<file path="src/rtl/freq_meas_pkg.sv">
// Shared types and helpers for the divided-clock ratio detector.
package freq_meas_pkg;

   typedef enum logic {
      IDLE = 1'b0,
      MEAS = 1'b1
   } state_e;

   localparam int unsigned LOCK_COUNT_MIN = 1;
   localparam int unsigned LOCK_COUNT_MAX = 7;

   function automatic int unsigned maxp(input int unsigned w);
      return (32'd1 << w) - 32'd1;
   endfunction

   function automatic bit lock_count_ok(input int unsigned lc);
      return (lc >= LOCK_COUNT_MIN) && (lc <= LOCK_COUNT_MAX);
   endfunction

endpackage

</file>
<file path="src/rtl/edge_sync.sv">
// Synchronizes sig_in into the clk domain and flags its rising edge.
module edge_sync #(
   parameter int SYNC_STAGES = 2
) (
   input  logic clk,
   input  logic rst,
   input  logic sig_in,
   output logic sig_s,
   output logic rise
);

   logic sig_s_d_q;

   generate
      if (SYNC_STAGES == 0) begin : g_nosync
         assign sig_s = sig_in;
      end else begin : g_sync
         logic [SYNC_STAGES-1:0] sync_q;
         always_ff @(posedge clk) begin
            if (rst) begin
               sync_q <= '0;
            end else begin
               sync_q[0] <= sig_in;
               for (int i = 1; i < SYNC_STAGES; i++) begin
                  sync_q[i] <= sync_q[i-1];
               end
            end
         end
         assign sig_s = sync_q[SYNC_STAGES-1];
      end
   endgenerate

   always_ff @(posedge clk) begin
      if (rst) sig_s_d_q <= 1'b0;
      else     sig_s_d_q <= sig_s;
   end

   assign rise = sig_s & ~sig_s_d_q;

endmodule

</file>
<file path="src/rtl/freq_ratio_detector.sv">
// Measures period and high time of a divided clock, with lock and sticky timeout.
// state | meaning
// IDLE  | waiting for the first rising edge (no measurement from it)
// MEAS  | counting clk cycles between consecutive rising edges
module freq_ratio_detector
   import freq_meas_pkg::*;
#(
   parameter int W           = 4,
   parameter int SYNC_STAGES = 2,
   parameter int LOCK_COUNT  = 2
) (
   input  logic         clk,
   input  logic         rst,
   input  logic         en,
   input  logic         sig_in,
   output logic [W-1:0] period,
   output logic [W-1:0] high_time,
   output logic         meas_valid,
   output logic         locked,
   output logic         timeout
);

   localparam logic [W-1:0] MAXP = W'(maxp(W));
   // Out-of-range LOCK_COUNT falls back to the default threshold.
   localparam logic [2:0] LOCK_TH = lock_count_ok(LOCK_COUNT) ? 3'(LOCK_COUNT - 1) : 3'd1;

   logic sig_s, rise;

   state_e       state_q, state_d;
   logic [W-1:0] cnt_q, cnt_d, hcnt_q, hcnt_d;
   logic [W-1:0] period_q, period_d, high_q, high_d;
   logic         valid_q, valid_d, locked_q, locked_d, timeout_q, timeout_d;
   logic [2:0]   mc_q, mc_d;
   logic         have_q, have_d;

   edge_sync #(.SYNC_STAGES(SYNC_STAGES)) u_edge_sync (
      .clk    (clk),
      .rst    (rst),
      .sig_in (sig_in),
      .sig_s  (sig_s),
      .rise   (rise)
   );

   always_ff @(posedge clk) begin
      if (rst) begin
         state_q   <= IDLE;
         cnt_q     <= '0;
         hcnt_q    <= '0;
         period_q  <= '0;
         high_q    <= '0;
         valid_q   <= 1'b0;
         locked_q  <= 1'b0;
         timeout_q <= 1'b0;
         mc_q      <= '0;
         have_q    <= 1'b0;
      end else begin
         state_q   <= state_d;
         cnt_q     <= cnt_d;
         hcnt_q    <= hcnt_d;
         period_q  <= period_d;
         high_q    <= high_d;
         valid_q   <= valid_d;
         locked_q  <= locked_d;
         timeout_q <= timeout_d;
         mc_q      <= mc_d;
         have_q    <= have_d;
      end
   end

   always_comb begin
      state_d = state_q;
      if (!en) begin
         state_d = IDLE;
      end else begin
         case (state_q)
            IDLE:    if (rise) state_d = MEAS;
            MEAS:    if (!rise && cnt_q == MAXP) state_d = IDLE;
            default: state_d = IDLE;
         endcase
      end
   end

   always_comb begin
      cnt_d     = cnt_q;
      hcnt_d    = hcnt_q;
      period_d  = period_q;
      high_d    = high_q;
      valid_d   = 1'b0;
      locked_d  = locked_q;
      timeout_d = timeout_q;
      mc_d      = mc_q;
      have_d    = have_q;
      if (!en) begin
         locked_d = 1'b0;
         mc_d     = '0;
         have_d   = 1'b0;
      end else if (state_q == IDLE) begin
         if (rise) begin
            cnt_d  = W'(1);
            hcnt_d = W'(1);
            have_d = 1'b0;
         end
      end else if (rise) begin
         // A rise at cnt==MAXP is still a valid MAXP-cycle period.
         period_d  = cnt_q;
         high_d    = hcnt_q;
         valid_d   = 1'b1;
         cnt_d     = W'(1);
         hcnt_d    = W'(1);
         timeout_d = 1'b0;
         if (cnt_q != period_q)   mc_d = '0;
         else if (mc_q != 3'd7)   mc_d = mc_q + 3'd1;
         have_d    = 1'b1;
         locked_d  = have_q && (mc_d >= LOCK_TH);
      end else if (cnt_q == MAXP) begin
         timeout_d = 1'b1;
         locked_d  = 1'b0;
         mc_d      = '0;
         have_d    = 1'b0;
      end else begin
         cnt_d  = cnt_q + W'(1);
         hcnt_d = hcnt_q + W'(sig_s);
      end
   end

   always_comb begin
      period     = period_q;
      high_time  = high_q;
      meas_valid = valid_q;
      locked     = locked_q;
      timeout    = timeout_q;
   end

endmodule

</file>
<file path="config.mk">
export PLATFORM = sky130hd
export DESIGN_NAME = freq_ratio_detector
export DESIGN_NICKNAME = d
export VERILOG_FILES = /design/src/rtl/freq_meas_pkg.sv /design/src/rtl/edge_sync.sv /design/src/rtl/freq_ratio_detector.sv
export SDC_FILE = /design/constraint.sdc
export NUM_CORES = 1
export LEC_CHECK = 0
export ABC_AREA = 1
export ABC_CLOCK_PERIOD_IN_PS = 1200
export CAP_MARGIN = 10
export CORE_MARGIN = 2
export CORE_UTILIZATION = 50
export CTS_BUF_LIST = sky130_fd_sc_hd__clkbuf_4
export DETAILED_ROUTE_END_ITERATION = 12
export GPL_TIMING_DRIVEN = 0
export PLACE_DENSITY = 0.74
export REMOVE_ABC_BUFFERS = 1
export SETUP_SLACK_MARGIN = 0.3
export SLEW_MARGIN = 20
export SYNTH_ARGS = -nofsm -noshare
export SYNTH_HDL_FRONTEND = slang
export SYNTH_SLANG_ARGS = --single-unit
</file>
<file path="constraint.sdc">
create_clock -name clk -period 1.2 [get_ports clk]
set_input_delay 0.36 -clock clk [delete_from_list [all_inputs] [get_ports clk]]
set_output_delay 0.36 -clock clk [all_outputs]
set_load 0.02 [all_outputs]
</file>
# After elaboration in Yosys (flattened, before gate mapping)
# Index checks and enable logic that the tools add are counted.
# Widths: inputs -> output; s select.
# totals
ff_bits	27
out_inout_bits	11
# op_classes
n_lt_le_gt_ge	1
n_eq_ne	4
muxes	24
n_reduce_logical	12
addsub	3
bitwise	4
# op_table
op	count
$mux 4	7
$mux 3	7
$mux 1	9
$reduce_and 3->1	3
$add 4x1->4	1
$add 4x1->4 const B	1
$eq 4x4->1 const B	1
$ne 4x4->1	1
$reduce_and 2->1	2
$reduce_bool 2->1	2
$add 3x1->3 const B	1
$ge 3x1->1 const B	1
$ne 3x3->1 const B	1
$not 1->1	3
$reduce_or 3->1	1
$logic_and 1x1->1	2
$ne 2x2->1 const B	1
$pmux 1 s2	1
$reduce_or 2->1	1
$and 1x1->1	1
$logic_not 1->1	1

# Depth between registers and ports, before layout
# Gate-level depths: netlist (run 1).
# logic_depth
depth_word	9
mapped_depth	10
depth_no_buf	10

# Hierarchy
# Synthesis (run 1) repeated with hierarchy kept, for this count alone.
# unflattened
hier_cells	156
hier_area_um2	1243.7
# modules_own_cells
mod	area_per_inst_um2	seq_area_each_um2	instances	cells_each
freq_ratio_detector	1157.4	480.5	1	146
edge_sync	86.3	60.1	1	10

# Worst setup path before layout (run 1)
# OpenSTA, ideal clock, no wires.
# synth_path
path_kind	reg2reg
from	reg mc_q[0]
to	reg locked_q, in the netlist locked
required_ns	1.087
path_stages_with_launch	7
path_buffers	0
period_less_slack_ns	1.220
path_slack_ns	-0.020
setup_ns	0.113
arrival_ns	1.108
path_cell_list	dfxtp_1 -> ha_1 -> or2_2 -> o211ai_1 -> nand2_1 -> nand2_1 -> nand2_1
# synth_via
elab_chain_cells	9
elab_cells_between_ends	10
# synth_lines
element	line_no	rtl
start: declaration	freq_ratio_detector.sv:33	logic [2:0] mc_q, mc_d;
start signal: assignment	freq_ratio_detector.sv:65	mc_q <= mc_d;
$add 3x1->3 / $ne 3x3->1 (equally long branches)	freq_ratio_detector.sv:112	else if (mc_q != 3'd7) mc_d = mc_q + 3'd1;
$mux 3 (*)	freq_ratio_detector.sv:112	
$mux 3 (*)	freq_ratio_detector.sv:111	if (cnt_q != period_q) mc_d = '0;
$mux 3 (*)	freq_ratio_detector.sv:103	end else if (rise) begin
$mux 3 (*)	freq_ratio_detector.sv:97	end else if (state_q == IDLE) begin
$mux 3 (*)	freq_ratio_detector.sv:93	if (!en) begin
$ge 3x1->1 (*)	freq_ratio_detector.sv:114	locked_d = have_q && (mc_d >= LOCK_TH);
$logic_and 1x1->1 (*)	freq_ratio_detector.sv:114	
$mux 1 (*)	freq_ratio_detector.sv:103	
end signal: assignment	freq_ratio_detector.sv:63	locked_q <= locked_d;
end: declaration	freq_ratio_detector.sv:32	logic valid_q, valid_d, locked_q, locked_d, timeout_q, timeout_d;
# Mark *: on every way between the ends. The rest lies on a longest branch, timed or not. The select of a mux whose other input is x is not followed.
# A chain may end at the register's enable or synchronous reset.

# Worst setup path after layout (run 1)
# layout_path
from	reg cnt_q[0]
to	reg hcnt_q[3]
# layout_via
elab_chain_cells	3
# layout_lines
element	line_no	rtl
start: declaration	freq_ratio_detector.sv:30	logic [W-1:0] cnt_q, cnt_d, hcnt_q, hcnt_d;
start signal: assignment	freq_ratio_detector.sv:58	cnt_q <= cnt_d;
$eq 4x4->1	freq_ratio_detector.sv:115	end else if (cnt_q == MAXP) begin
$ne 2x2->1 (no line)	--	
$reduce_and 3->1 (no line)	--	
end signal: assignment	freq_ratio_detector.sv:59	hcnt_q <= hcnt_d;
end: declaration	freq_ratio_detector.sv:30	
# Every way passes these cells.

==> results.json, run 1 <==
{
  "rsz0062_at_grt": "yes",
  "p_leak_nw": 0.815,
  "layout_setup_ws_ns": -0.160,
  "hold-worst-slack_ns": 0.426,
  "worstMarginPinSlew_ns": 0.324,
  "nets": 211,
  "whs_path_depth": 2,
  "vdd_drop_max_mv": 0.724,
  "finalMaxSlewViolations": 0,
  "placementRows": 17,
  "worstPathMaxFanout": 5,
  "arrival_ns": 1.63,
  "syn_inst": 161,
  "pin_count": 15,
  "ys_types": 18,
  "dpl.cell_count": 203,
  "synth-simple-area-share_pct": 28.8,
  "cp-end-kind": "register",
  "ant_nets": 0,
  "route.detailed.drc": 0,
  "dieWidth_um": 52.5,
  "slew_headroom_pct": 78.4,
  "core_area_sq_um": 2210,
  "clk_path_buf_depth": 2,
  "ys_seq_area_share_pct": 46.0,
  "antenna_found_initial": 0,
  "gr-total-overflow": 0,
  "vias_per_cell": 5.57,
  "path_class": "reg -> reg",
  "cts_buffers": 3,
  "path_clk_slew_ns": 0.16,
  "drt_first_pass_iters": 6,
  "cp-start-kind": "register",
  "cts_root_buffer": "clkbuf_4",
  "holdBufCountCts": 0,
  "final.setup_skew_ns": 0.0107,
  "drt-total-wl_um": 3630,
  "grt_usage_pct": 22.9,
  "min_period_ns": 1.36,
  "power_density_nw_per_um2": 795,
  "n_antenna_cell": 0,
  "violations": "negative setup slack",
  "synth_seq_cells": 27,
  "max_freq_mhz": 735,
  "critical_path_required_ns": 1.47,
  "grt_pass1_wl_um": 4600,
  "layout-drive-gt1-share_pct": 51.5,
  "grt_max_degree": 16,
  "setup_viol": 15,
  "dieArea_sq_um": 2750,
  "place.gp.congestion": 0.841,
  "vias": 1282,
  "finalCritPeriodShare_pct": 113,
  "start_util_pct": 53.1,
  "cts.sinks": 27,
  "cts_tree": "done",
  "synth_compound_area_share_pct": 10.3,
  "status": "finished with violations",
  "place_hpwl_um": 1680,
  "synth_xor_area_share_pct": 0.745,
  "fillers": 131,
  "io_buffers": 14,
  "r2r_cells": 10,
  "htreeDepth": 1,
  "wl_per_cell_um": 15.8,
  "hold_class": "reg -> reg",
  "synth_top_family_by_area": "simple AND/OR/NAND/NOR gates",
  "die_y_um": 52.5,
  "finalHoldViolCount": 0,
  "syn_avg_cell_area_sq_um": 7.30,
  "grt_pass1_vias": 1064,
  "insertion_delay_ns": 0.34,
  "maxCapViolations": 0,
  "synth_area_sq_um": 1170,
  "synth.yosys.warnings": 0,
  "drtIter0Drc": 41,
  "synthAdderAreaFrac_pct": 4.26,
  "area_delta_synth_final_pct": 57.0,
  "final_core_util_pct": 83.4,
  "synth_mux_area_share_pct": 0,
  "stdcell_count": 230
}
registers in the layout (all words and copies together) (netlist names):
signal and flops:
high_time 4, cnt_q 4, hcnt_q 4, period 4
mc_q 3, timeout 1, meas_valid 1, u_edge_sync.g_sync.sync_q 2
have_q 1, locked 1, state_q 1, u_edge_sync.sig_s_d_q 1
kinds of logic after synthesis:
group,count (synthesis)
adder cells (fa/ha/maj),4
AO/OA/AOI/OAI,21
AND/OR/NAND/NOR,77
XOR/XNOR,1
flip-flops,27
buffers and inverters,31
stage by stage:
step | setup TNS [ns] | power [mW] | instance area, sq um | setup WS [ns]
detailed placement | -10.78 | 1.00 | 1350 | -0.525
global placement | -10.29 | 0.999 | 1350 | -0.504
finish | -0.935 | 1.47 | 1840 | -0.160
floorplan | -0.0204 | 0.974 | 1170 | -0.0204
global route | -2.19 | 1.50 | 1840 | -0.195
CTS | -0.0705 | 1.41 | 1630 | -0.0196
power breakdown:
group	internal (mW)	switching, mW	total [mW]
sequential	0.902	0.00853	0.910
clock	0.125	0.290	0.416
combinational	0.0575	0.0829	0.140
routing by layer:
metal | up-vias | wire (um) | GRT usage (%)
met1 | 613 | 1420 | 25.4
met4 | 0 | 107 | 9.83
li1 | 599 | - | -
met3 | 15 | 205 | 3.43
met2 | 55 | 1900 | 42.5
met5 | - | 0 | 0
worst paths after layout:
path | startpoint | end | slack [ns]
setup / recovery | cnt_q[0]$_SDFFE_PP0P_ | hcnt_q[3]$_SDFFE_PP0P_ | -0.16
hold / removal | u_edge_sync.g_sync.sync_q[0]$_SDFF_PP0_ | u_edge_sync.g_sync.sync_q[1]$_SDFF_PP0_ | 0.43
setup reg to reg | cnt_q[0]$_SDFFE_PP0P_ | hcnt_q[3]$_SDFFE_PP0P_ | -0.16
hold reg to reg | u_edge_sync.g_sync.sync_q[0]$_SDFF_PP0_ | u_edge_sync.g_sync.sync_q[1]$_SDFF_PP0_ | 0.43
cells in the mapped netlist:
cell	count	share of area (%)
nand2_1	42	13
nor2_4	3	2.9
inv_1	27	8.6
o21ai_2	1	0.75
o21ai_0	11	4.7
xor2_1	1	0.75
nor2_1	16	5.1
nand4_1	3	1.6
nor3_1	2	0.85
ha_1	4	4.3
dfxtp_1	27	46
inv_2	4	1.3
o211ai_1	1	0.64
a31oi_1	1	0.53
nand2_2	1	0.53
nand3_1	9	3.8
o22ai_1	7	3.7
or2_2	1	0.53
cells in the final DEF (no fill, tap or decap), types with 2 or more instances in the layout:
master,count
nand2_1,29
inv_1,21
dfxtp_2,18
buf_6,18
buf_4,14
nor2_1,13
nand2_2,8
o21ai_1,8
inv_2,7
dfxtp_1,7
nand2_4,6
nor2_4,5
o22ai_1,5
nand3_2,4
o21ai_2,3
inv_4,3
nand3_1,3
nand4_1,3
ha_4,3
clkbuf_4,3
o21ai_4,2
nand3_4,2
nor3_1,2
o22ai_2,2
dfxtp_4,2
critical path, cell delays in order, from the launching register on:
cell and delay [ns]:
dfxtp_4 0.39, ha_4 0.17, nand3_4 0.08, nand2_4 0.07, nand2_4 0.09, nand2_4 0.09
inv_4 0.10, nand2_1 0.06, nand2_1 0.07, nand2_1 0.07, nor2_1 0.11
layout make-up:
cell class / instances / area (sq um) / area share (%)
clock buffer: 3 / 22.5 / 1.22
multi-input combinational: 104 / 731 / 39.6
clock inverter: 1 / 5.00 / 0.271
inverter: 31 / 124 / 6.72
sequential: 27 / 571 / 30.9
timing repair buffer: 36 / 357 / 19.3
tap: 28 / 35.0 / 1.90
repair_timing:
action	CTS	global route
gates resized for setup	124	40
pin swaps	13	20
setup endpoints to repair	35	35
gates cloned	1	0
buffers inserted	12	10
Power figures use the tool's default switching activity.
==> run 2, diff against run 1 <==
--- a/config.mk
+++ b/config.mk
@@ -16,7 +16,7 @@
 export PLACE_DENSITY = 0.74
 export REMOVE_ABC_BUFFERS = 1
 export SETUP_SLACK_MARGIN = 0.3
-export SLEW_MARGIN = 20
+export SLEW_MARGIN = 25
 export SYNTH_ARGS = -nofsm -noshare
 export SYNTH_HDL_FRONTEND = slang
 export SYNTH_SLANG_ARGS = --single-unit
==> results of run 2 <==
No change in the layout: final DEF, timing and power equal those of run 1.
